[config.mk]
export PLATFORM = sky130hd
export DESIGN_NAME = pulse_measure
export DESIGN_NICKNAME = d
export VERILOG_FILES = /design/src/rtl/pulse_measure_pkg.sv /design/src/rtl/pulse_measure_sync_edge.sv /design/src/rtl/pulse_measure.sv
export SDC_FILE = /design/constraint.sdc
export NUM_CORES = 1
export LEC_CHECK = 0
export ABC_AREA = 1
export BUFFER_PORTS_ARGS = -buffer_cell sky130_fd_sc_hd__clkbuf_2
export CAP_MARGIN = 30
export CORE_ASPECT_RATIO = 0.8
export CORE_MARGIN = 3
export CORE_UTILIZATION = 59
export DETAILED_ROUTE_END_ITERATION = 10
export MAX_ROUTING_LAYER = met4
export PLACE_DENSITY = 0.84
export SYNTH_ARGS = -nofsm -noshare
export SYNTH_HDL_FRONTEND = slang
export SYNTH_HIERARCHICAL = 1
export SYNTH_SLANG_ARGS = --single-unit
[constraint.sdc]
create_clock -name clk -period 4.6 [get_ports clk]
set_input_delay 0.92 -clock clk [delete_from_list [all_inputs] [get_ports clk]]
set_output_delay 0.92 -clock clk [all_outputs]
set_load 0.02 [all_outputs]
[src/rtl/pulse_measure_pkg.sv]
`default_nettype none
// ============================================================================
// Module      : pulse_measure_pkg
// Description : Shared widths, saturation limits, FSM state encoding and
//               saturating-increment helpers for pulse_measure.
// Contents    : CNT_W / REP_W widths, CNT_MAX / REP_MAX limits, state_t
// Revision    : 1.0 - initial release
// ============================================================================
package pulse_measure_pkg;

  localparam int CNT_W = 32;
  localparam int REP_W = 16;

  localparam logic [CNT_W-1:0] CNT_MAX = {CNT_W{1'b1}};
  localparam logic [REP_W-1:0] REP_MAX = {REP_W{1'b1}};

  typedef enum logic [1:0] {
    IDLE      = 2'd0,
    WAIT_RISE = 2'd1,
    HIGH      = 2'd2,
    LOW       = 2'd3
  } state_t;

  function automatic logic [CNT_W-1:0] sat_inc_cnt(input logic [CNT_W-1:0] v);
    return (v == CNT_MAX) ? CNT_MAX : v + 1'b1;
  endfunction

  function automatic logic [REP_W-1:0] sat_inc_rep(input logic [REP_W-1:0] v);
    return (v == REP_MAX) ? REP_MAX : v + 1'b1;
  endfunction

endpackage
`default_nettype wire

[src/rtl/pulse_measure_sync_edge.sv]
`default_nettype none
// ============================================================================
// Module      : pulse_sync_edge
// Description : 2-FF synchronizer for the asynchronous pulse pin plus one
//               delay register for edge detection.
// Ports       : clk, reset (sync, active-high), pulse_in (async pin)
//               pulse_s (synchronized level), rise, fall (one-cycle strobes,
//               asserted in the cycle pulse_s changes)
// Revision    : 1.0 - initial release
// ============================================================================
module pulse_sync_edge (
  input  logic clk,
  input  logic reset,
  input  logic pulse_in,
  output logic pulse_s,
  output logic rise,
  output logic fall
);

  logic sync1;
  logic pulse_q;

  always_ff @(posedge clk) begin
    if (reset) begin
      sync1   <= 1'b0;
      pulse_s <= 1'b0;
      pulse_q <= 1'b0;
    end else begin
      sync1   <= pulse_in;
      pulse_s <= sync1;
      pulse_q <= pulse_s;
    end
  end

  assign rise = pulse_s & ~pulse_q;
  assign fall = ~pulse_s & pulse_q;

endmodule
`default_nettype wire

[src/rtl/pulse_measure.sv]
`default_nettype none
// ============================================================================
// Module      : pulse_measure
// Description : Measures an external pulse train: arm-to-first-rise delay,
//               last pulse width, last rise-to-rise period and pulse count,
//               with optional timeout and abort.
// Config      : `PULSE_MEASURE_MINMAX_EN - when defined, min_width/max_width
//               track width extremes; otherwise both ports are tied to 0.
// Ports       : clk, reset (sync, active-high)
//               arm_in, abort_in, pulse_in (async), expected_count[15:0],
//               timeout_cycles[31:0]
//               arm_ack, busy, done, timed_out, pulse_count[15:0],
//               first_delay, last_width, last_period, min_width, max_width
//               (all [31:0]), level_led, busy_led
// Revision    : 1.0 - initial release
// ============================================================================
module pulse_measure
  import pulse_measure_pkg::*;
(
  input  logic             clk,
  input  logic             reset,
  input  logic             arm_in,
  input  logic             abort_in,
  input  logic             pulse_in,
  input  logic [REP_W-1:0] expected_count,
  input  logic [CNT_W-1:0] timeout_cycles,
  output logic             arm_ack,
  output logic             busy,
  output logic             done,
  output logic             timed_out,
  output logic [REP_W-1:0] pulse_count,
  output logic [CNT_W-1:0] first_delay,
  output logic [CNT_W-1:0] last_width,
  output logic [CNT_W-1:0] last_period,
  output logic [CNT_W-1:0] min_width,
  output logic [CNT_W-1:0] max_width,
  output logic             level_led,
  output logic             busy_led
);

  logic pulse_s, rise, fall;

  pulse_sync_edge u_sync (
    .clk      (clk),
    .reset    (reset),
    .pulse_in (pulse_in),
    .pulse_s  (pulse_s),
    .rise     (rise),
    .fall     (fall)
  );

  state_t state, state_nxt;

  // wait_cnt is 1 in the first cycle of every state; it is the timeout
  // reference in WAIT_RISE/LOW and also yields first_delay.
  logic [CNT_W-1:0] wait_cnt;
  logic [CNT_W-1:0] width_cnt;
  logic [CNT_W-1:0] period_cnt;

  logic             accept, complete, tmo, start_pulse, end_pulse;
  logic             tmo_hit, count_hit;
  logic [REP_W-1:0] count_inc;

  assign count_inc = sat_inc_rep(pulse_count);
  assign count_hit = (expected_count != '0) && (count_inc == expected_count);
  assign tmo_hit   = (timeout_cycles != '0) && (wait_cnt == timeout_cycles);

  always_comb begin
    state_nxt   = state;
    accept      = 1'b0;
    complete    = 1'b0;
    tmo         = 1'b0;
    start_pulse = 1'b0;
    end_pulse   = 1'b0;
    if (abort_in) begin
      state_nxt = IDLE;
    end else begin
      case (state)
        IDLE: begin
          if (arm_in) begin
            state_nxt = WAIT_RISE;
            accept    = 1'b1;
          end
        end
        WAIT_RISE, LOW: begin
          // A rise in the timeout cycle takes precedence over the timeout.
          if (rise) begin
            state_nxt   = HIGH;
            start_pulse = 1'b1;
          end else if (tmo_hit) begin
            state_nxt = IDLE;
            tmo       = 1'b1;
          end
        end
        HIGH: begin
          if (fall) begin
            end_pulse = 1'b1;
            if (count_hit) begin
              state_nxt = IDLE;
              complete  = 1'b1;
            end else begin
              state_nxt = LOW;
            end
          end
        end
        default: state_nxt = IDLE;
      endcase
    end
  end

  always_ff @(posedge clk) begin
    if (reset) begin
      state       <= IDLE;
      arm_ack     <= 1'b0;
      done        <= 1'b0;
      timed_out   <= 1'b0;
      wait_cnt    <= '0;
      width_cnt   <= '0;
      period_cnt  <= '0;
      pulse_count <= '0;
      first_delay <= '0;
      last_width  <= '0;
      last_period <= '0;
    end else begin
      state    <= state_nxt;
      arm_ack  <= accept;
      done     <= complete | tmo;
      wait_cnt <= (state_nxt != state) ? CNT_W'(1) : sat_inc_cnt(wait_cnt);

      // Width and period both restart at the rise so that each reads the
      // cycle distance to the next fall / rise detect respectively.
      if (start_pulse) begin
        width_cnt  <= CNT_W'(1);
        period_cnt <= CNT_W'(1);
      end else begin
        width_cnt  <= sat_inc_cnt(width_cnt);
        period_cnt <= sat_inc_cnt(period_cnt);
      end

      if (accept) begin
        timed_out   <= 1'b0;
        pulse_count <= '0;
        first_delay <= '0;
        last_width  <= '0;
        last_period <= '0;
      end
      if (tmo) timed_out <= 1'b1;

      if (start_pulse && state == WAIT_RISE)
        first_delay <= (wait_cnt == CNT_MAX) ? CNT_MAX : wait_cnt - 1'b1;
      if (start_pulse && state == LOW)
        last_period <= period_cnt;
      if (end_pulse) begin
        last_width  <= width_cnt;
        pulse_count <= count_inc;
      end
    end
  end

`ifdef PULSE_MEASURE_MINMAX_EN
  logic [CNT_W-1:0] min_r, max_r;

  always_ff @(posedge clk) begin
    if (reset || accept) begin
      min_r <= CNT_MAX;
      max_r <= '0;
    end else if (end_pulse) begin
      if (width_cnt < min_r) min_r <= width_cnt;
      if (width_cnt > max_r) max_r <= width_cnt;
    end
  end

  assign min_width = min_r;
  assign max_width = max_r;
`else
  assign min_width = '0;
  assign max_width = '0;
`endif

  assign busy      = (state != IDLE);
  assign busy_led  = busy;
  assign level_led = pulse_s;

endmodule
`default_nettype wire

==> impl_metrics.json, run 1 <==
{
  "period_needed_ns": 3.252,
  "p_leak_nw": 5.854,
  "finalClockSkew_ns": 0.01967,
  "dpl.cell_count": 2150,
  "ir_drop_uv": 263.6,
  "final_nets": 1968,
  "maxCapViolCount": 0,
  "crit_arrival_ns": 3.68,
  "synthArstFlopShare_pct": 0,
  "fillers": 1759,
  "cts_buffer_depth": 3,
  "clock_tree.root_cell": "clkbuf_16",
  "startpoint_type": "flip-flop",
  "viasPerCell": 5.453,
  "fp.dieW_um": 165.8,
  "firstDrtPassIters": 8,
  "setup_violations": 0,
  "clkTransAtPathRegs_ns": 0.06,
  "core_area_um2": 19910,
  "layout-drive-gt1-share_pct": 15.21,
  "synth_warnings": 6,
  "crit_top_cell": "nand2_1",
  "cts_buffers": 22,
  "sequential_cell_area_um2": 4324,
  "initial_core_util_pct": 60.53,
  "fin_crit_sh_pct": 70.70,
  "crit_slowest_cell": "nand4_4",
  "cp_max_fo": 31,
  "grt_setup_unrepaired": "no",
  "fmax_ghz": 0.3075,
  "crit_chain": "ha_1, nand2_1, nor2_4, nand2_4, clkinv_2, nand2_4, nand3_1, inv_1, nor2_1, nand2_1, nor2_1, nand4_1, nand2_1, nand2_1, nand2_1, nand4_4, nor2_2",
  "setup_tns_ns": 0,
  "vias": 11940,
  "synth_ff_type": "dfxtp_1",
  "ys_types": 45,
  "cp_num_buf_inv": 2,
  "synth_edf_count": 0,
  "syn-mean-instance-area_um2": 6.768,
  "slew_viol_final": 0,
  "synth_area_um2": 12050,
  "dieArea_um2": 22190,
  "htree_num_levels": 1,
  "hold_viol": 0,
  "grt_overflow": 0,
  "slew_headroom_pct": 34.19,
  "finalWirelength_mm": 32.79,
  "syn_to_final_growth_pct": 12.28,
  "insertion_delay_ns": 0.52,
  "slowest_delay_ns": 0.57,
  "cp-end-kind": "flip-flop",
  "grt_pass1_wl_mm": 53.26,
  "numClockSinks": 216,
  "cpLargestDelayFamily": "simple AND/OR/NAND/NOR gates",
  "powerDensity_nw_per_um2": 297.6,
  "multi_input_area_um2": 6411,
  "worstMarginPinSlew_ns": 0.9796,
  "synth-seq-cells": 216,
  "io_pins": 235,
  "drcViolationCount": 0,
  "port_buffers": 170,
  "place.gp.congestion": 0.9963,
  "path_class": "reg2reg",
  "hold_buffers": 0,
  "grt_max_degree": 73,
  "status": "finished clean",
  "grt_pass1_vias": 10820,
  "antenna_found_initial": 0,
  "worstPathRequired_ns": 5.03,
  "syn_inst": 1781,
  "cts_tree": "done",
  "rows": 46,
  "synth-seq-area-share_pct": 35.87,
  "cts_resized": 0,
  "wl_per_cell_um": 14.97,
  "stdcell_count": 2190,
  "n_antenna_cell": 0,
  "ant_nets": 0,
  "hold_class": "reg2reg",
  "dp_hpwl_mm": 23.91,
  "post-cts-setup-buffers": 0,
  "drt-initial-drc-count": 1124,
  "die_h_um": 133.8,
  "grt_usage_pct": 28.95
}
## flip-flops by register name, indices dropped and copies added, names as in the netlist, 2 cells and up
register     cells
first_delay     32
period_cnt      32
wait_cnt        32
last_period     32
width_cnt       32
pulse_count     16
state            2
last_width      32
## kinds of logic (layout without fill, tap and decap cells)
family	count (synthesis)	in the layout	share of synthesized area (%)
fa+ha+maj	5	5	0.5190
other cells	1	64	0.03111
flops	216	216	35.87
simple gates	884	884	33.22
xor+xnor	100	100	7.266
buf+inv	343	425	13.13
compound gates	232	232	9.965
## path summary, 6_finish.rpt
path,from,end,slack (ns),cells after the start
worst min-delay path,u_sync/sync1,u_sync/pulse_s,0.41,2
worst min register to register,u_sync/sync1,u_sync/pulse_s,0.41,2
worst max-delay path,pulse_count[0],wait_cnt[3],1.35,17
worst max register to register,pulse_count[0],wait_cnt[3],1.35,17
## stage by stage
stage | hold slack, ns | worst slack, ns | cell area [um^2] | util, % | power, mW
after floorplan | 0.3883 | 2.106 | 12290 | - | 2.196
after global placement | 0.3895 | 1.366 | 12760 | 64.10 | 2.232
after detailed placement | 0.3984 | 1.331 | 12790 | 64.24 | 2.237
after CTS | 0.4088 | 1.413 | 13530 | 67.96 | 4.049
after global routing | 0.4166 | 1.060 | 13530 | 67.96 | 4.159
final | 0.4087 | 1.348 | 13530 | 67.96 | 4.027
## layer usage
layer | wire (um) | vias up | track usage [%]
met2 | 14390 | 506 | 45.06
met5 | 0 | - | -
met4 | 683 | 0 | 6.374
met3 | 2740 | 56 | 4.862
li1 | - | 5877 | -
met1 | 14980 | 5502 | 40.09
## Yosys cell counts (2+ instances only)
cell type | number | area (um^2)
nor4_1 | 27 | 168.9
o21bai_1 | 2 | 15.01
o22ai_1 | 4 | 25.02
buf_4 | 65 | 488.0
nand2_1 | 386 | 1449
dfxtp_1 | 216 | 4324
nand4_1 | 40 | 250.2
ha_1 | 5 | 62.56
nor3b_1 | 2 | 15.01
xnor2_1 | 46 | 402.9
inv_1 | 199 | 747.0
nor3_1 | 35 | 175.2
nand3_2 | 6 | 60.06
a31oi_1 | 7 | 43.79
a21oi_1 | 145 | 725.7
nor4_2 | 5 | 62.56
nor2_1 | 179 | 671.9
nand3_1 | 146 | 730.7
o21ai_0 | 61 | 305.3
buf_1 | 6 | 22.52
nor2_4 | 3 | 33.78
clkbuf_1 | 54 | 202.7
nand2_2 | 3 | 18.77
o211ai_1 | 3 | 22.52
o21ai_1 | 5 | 25.02
nand2_4 | 2 | 22.52
buf_2 | 10 | 50.05
buf_6 | 5 | 56.30
inv_2 | 2 | 7.510
or2_2 | 8 | 50.05
nand3b_1 | 3 | 22.52
xor2_1 | 54 | 473.0
nor2_2 | 35 | 219.0
## cells in the final DEF (no fill, tap or decap), types with 3 or more instances in the layout
cell,synthesis,final
nand2_1,386,386
dfxtp_1,216,216
inv_1,199,199
nor2_1,179,174
clkbuf_2,0,169
nand3_1,146,146
a21oi_1,145,145
conb_1,1,64
o21ai_0,61,61
xor2_1,54,54
xnor2_1,46,46
nand4_1,40,40
nor2_2,35,38
nor3_1,35,34
nor4_1,27,27
clkbuf_16,0,22
buf_4,65,12
clkinv_2,1,8
or2_2,8,8
a31oi_1,7,7
nand3_2,6,6
nor2_4,3,5
nor4_2,5,5
o21ai_1,5,5
ha_1,5,5
clkbuf_8,0,5
o22ai_1,4,4
nand2_2,3,3
nand3b_1,3,3
o211ai_1,3,3
clkbuf_1,54,3
## cell type report
type	instances	share of cell area, %
Clock buffer	30	4.659
Clock inverter	10	0.8228
Multi-Input combinational cell	1285	47.37
Tap cell	264	2.441
Timing Repair Buffer	182	7.118
Inverter	203	5.639
Sequential cell	216	31.95
## power by group
| group | total [mW] | leakage [nW] | internal [mW] | switching (mW) |
|---|---|---|---|---|
| Sequential | 1.89 | 1.74 | 1.88 | 0.0105 |
| Clock | 1.83 | 0.373 | 1.08 | 0.751 |
| Combinational | 0.311 | 3.74 | 0.0835 | 0.227 |
## tightest hold or removal path, cell delays in order (launching register included)
cell and delay [ns]:
dfxtp_1 0.30, inv_1 0.04, nor2_1 0.03
Note: power is estimated with default switching activity, not from simulation.
==> run 2: changes to the inputs <==
--- a/config.mk
+++ b/config.mk
@@ -10,10 +10,10 @@
 export CAP_MARGIN = 30
 export CORE_ASPECT_RATIO = 0.8
 export CORE_MARGIN = 3
-export CORE_UTILIZATION = 59
+export CORE_UTILIZATION = 56
 export DETAILED_ROUTE_END_ITERATION = 10
 export MAX_ROUTING_LAYER = met4
-export PLACE_DENSITY = 0.84
+export PLACE_DENSITY = 0.81
 export SYNTH_ARGS = -nofsm -noshare
 export SYNTH_HDL_FRONTEND = slang
 export SYNTH_HIERARCHICAL = 1
==> constraint.sdc (replaced) <==
create_clock -name clk -period 3.01 [get_ports clk]
set_input_delay 0.602 -clock clk [delete_from_list [all_inputs] [get_ports clk]]
set_output_delay 0.602 -clock clk [all_outputs]
set_load 0.02 [all_outputs]
==> impl_metrics.json, run 2 (synthesis results as in run 1) <==
{
  "worstHoldPathCells": 3,
  "ir_drop_uv": 456.2,
  "p_int_mw": 4.778,
  "place.gp.congestion": 0.9993,
  "grt_pass1_wl_mm": 53.68,
  "cp_max_fo": 9,
  "vias": 12040,
  "status": "finished clean",
  "hold_class": "in2reg",
  "grt_pass1_vias": 10890,
  "rows": 47,
  "fp.dieW_um": 170.0,
  "fillers": 1905,
  "hold_slack_ns": 0.2618,
  "grt_overflow": 0,
  "final_cell_area_um2": 13990,
  "initial_core_util_pct": 57.58,
  "worstMarginPinSlew_ns": 0.6982,
  "final_common_cell": "nand2_1",
  "cts_buffers": 23,
  "io_pins": 235,
  "setup_tns_ns": 0,
  "core_area_um2": 20940,
  "multi_input_area_um2": 6513,
  "fin_crit_sh_pct": 92.22,
  "p_leak_nw": 6.061,
  "layout-drive-gt1-share_pct": 17.38,
  "grt_max_degree": 121,
  "startpoint_type": "flip-flop",
  "numClockSinks": 216,
  "clock_tree.root_cell": "clkbuf_16",
  "maxCapViolCount": 0,
  "clockPowerShare_pct": 46.2,
  "powerDensity_nw_per_um2": 455.1,
  "final_nets": 2003,
  "ant_nets": 0,
  "fmax_ghz": 0.3602,
  "sequential_cell_area_um2": 4328,
  "n_antenna_cell": 0,
  "worstPathRequired_ns": 3.48,
  "placed_area_um2": 12980,
  "htree_num_levels": 1,
  "antenna_found_initial": 0,
  "power.net_switching_mw": 1.589,
  "p_seq_share_pct": 45.4,
  "final_cell_mix": "nand2_1 (382), dfxtp_1 (213), inv_1 (199), nor2_1 (171), clkbuf_2 (169)",
  "hold_viol": 0,
  "crit_arrival_ns": 3.25,
  "firstDrtPassIters": 5,
  "p_sw_share_pct": 24.96,
  "grt_usage_pct": 28.62,
  "slew_viol_final": 0,
  "cts_tree": "done",
  "cts_buffer_depth": 3,
  "fin_util_pct": 66.83,
  "syn_to_final_growth_pct": 16.07,
  "setup_violations": 0,
  "share_comb_of_total_power_pct": 8.5,
  "finalClockSkew_ns": 0.02131,
  "rr_worst_depth": 20,
  "viasPerCell": 5.396,
  "total_power_mw": 6.367,
  "dp_hpwl_mm": 24.81,
  "wl_per_cell_um": 15.20,
  "finalWirelength_mm": 33.91,
  "dieArea_um2": 23330,
  "clkTransAtPathRegs_ns": 0.06,
  "drt-initial-drc-count": 1033,
  "port_buffers": 170,
  "slew_headroom_pct": 53.17,
  "period_needed_ns": 2.776,
  "die_h_um": 137.2,
  "drcViolationCount": 0,
  "insertion_delay_ns": 0.53,
  "path_class": "reg2reg",
  "cp-end-kind": "flip-flop"
}
-- run 2: cell count changes in the layout (fill, tap and decap cells not counted), sizes merged --
cell / delta
buf: +30
bufinv: +1
clkbuf: +1
clkinv: -3
clkinvlp: +2
inv: +3
nand2: +1
nand4: +1
-- run 2: final timing paths --
path / start / endpoint / slack, ns
min: pulse_in / u_sync/sync1 / 0.26
max: pulse_count[1] / wait_cnt[1] / 0.23
max reg2reg: pulse_count[1] / wait_cnt[1] / 0.23
min reg2reg: u_sync/sync1 / u_sync/pulse_s / 0.43
-- run 2: layer usage --
metal  up-vias  routed length, um  track usage (%)
met3        59               3034            4.963
met1      5515              15760            40.80
met2       522              14410            42.93
met4         0                705            6.261
li1       5942                  -                -
met5         -                  0                -
-- run 2: power groups by stage --
| stage | clock network, mW | logic [mW] | registers (mW) |
|---|---|---|---|
| final | 2.94 | 0.540 | 2.89 |
| after global routing | 3.08 | 0.591 | 2.89 |
| after CTS | 2.97 | 0.495 | 2.89 |
| after detailed placement | 0 | 0.491 | 2.95 |
| after global placement | 0 | 0.485 | 2.95 |
| after floorplan | 0 | 0.406 | 2.95 |
-- run 2: final cells by class --
type,count,area share (%)
inverter,203,5.464
multi-input combinational,1287,46.55
timing repair buffer,214,9.059
sequential,216,30.93
clock inverter,13,1.172
tap,269,2.406
clock buffer,29,4.418
-- run 2: repair_timing --
action                     CTS  global route
buffers inserted             0             8
hold buffers                 0             0
setup endpoints to repair    0            30
resized for setup            0            23
-- run 2: worst max-delay path, cell delays in order (launching register included) --
cell       delay, ns
dfxtp_2         0.39
ha_4            0.16
nand2_1         0.08
nor2_4          0.20
nand2_4         0.11
nor2_2          0.13
nand2_2         0.10
nand3_1         0.11
nand2_1         0.06
nand2_1         0.13
nand2_1         0.08
nor2_1          0.11
nand3_1         0.10
nand2_1         0.07
nand2_1         0.05
nand2_1         0.09
nand2_1         0.07
nand2_2         0.12
nand4_4         0.22
clkbuf_16       0.25
nor2_2          0.08
-- run 2: through the flow --
stage / worst slack (ns) / instances
floorplan: 0.5163 / 1844
global placement: 0.3097 / 2177
detailed placement: 0.1964 / 2177
CTS: 0.1803 / 2219
global route: -0.009867 / 2231
finish: 0.2341 / 2231
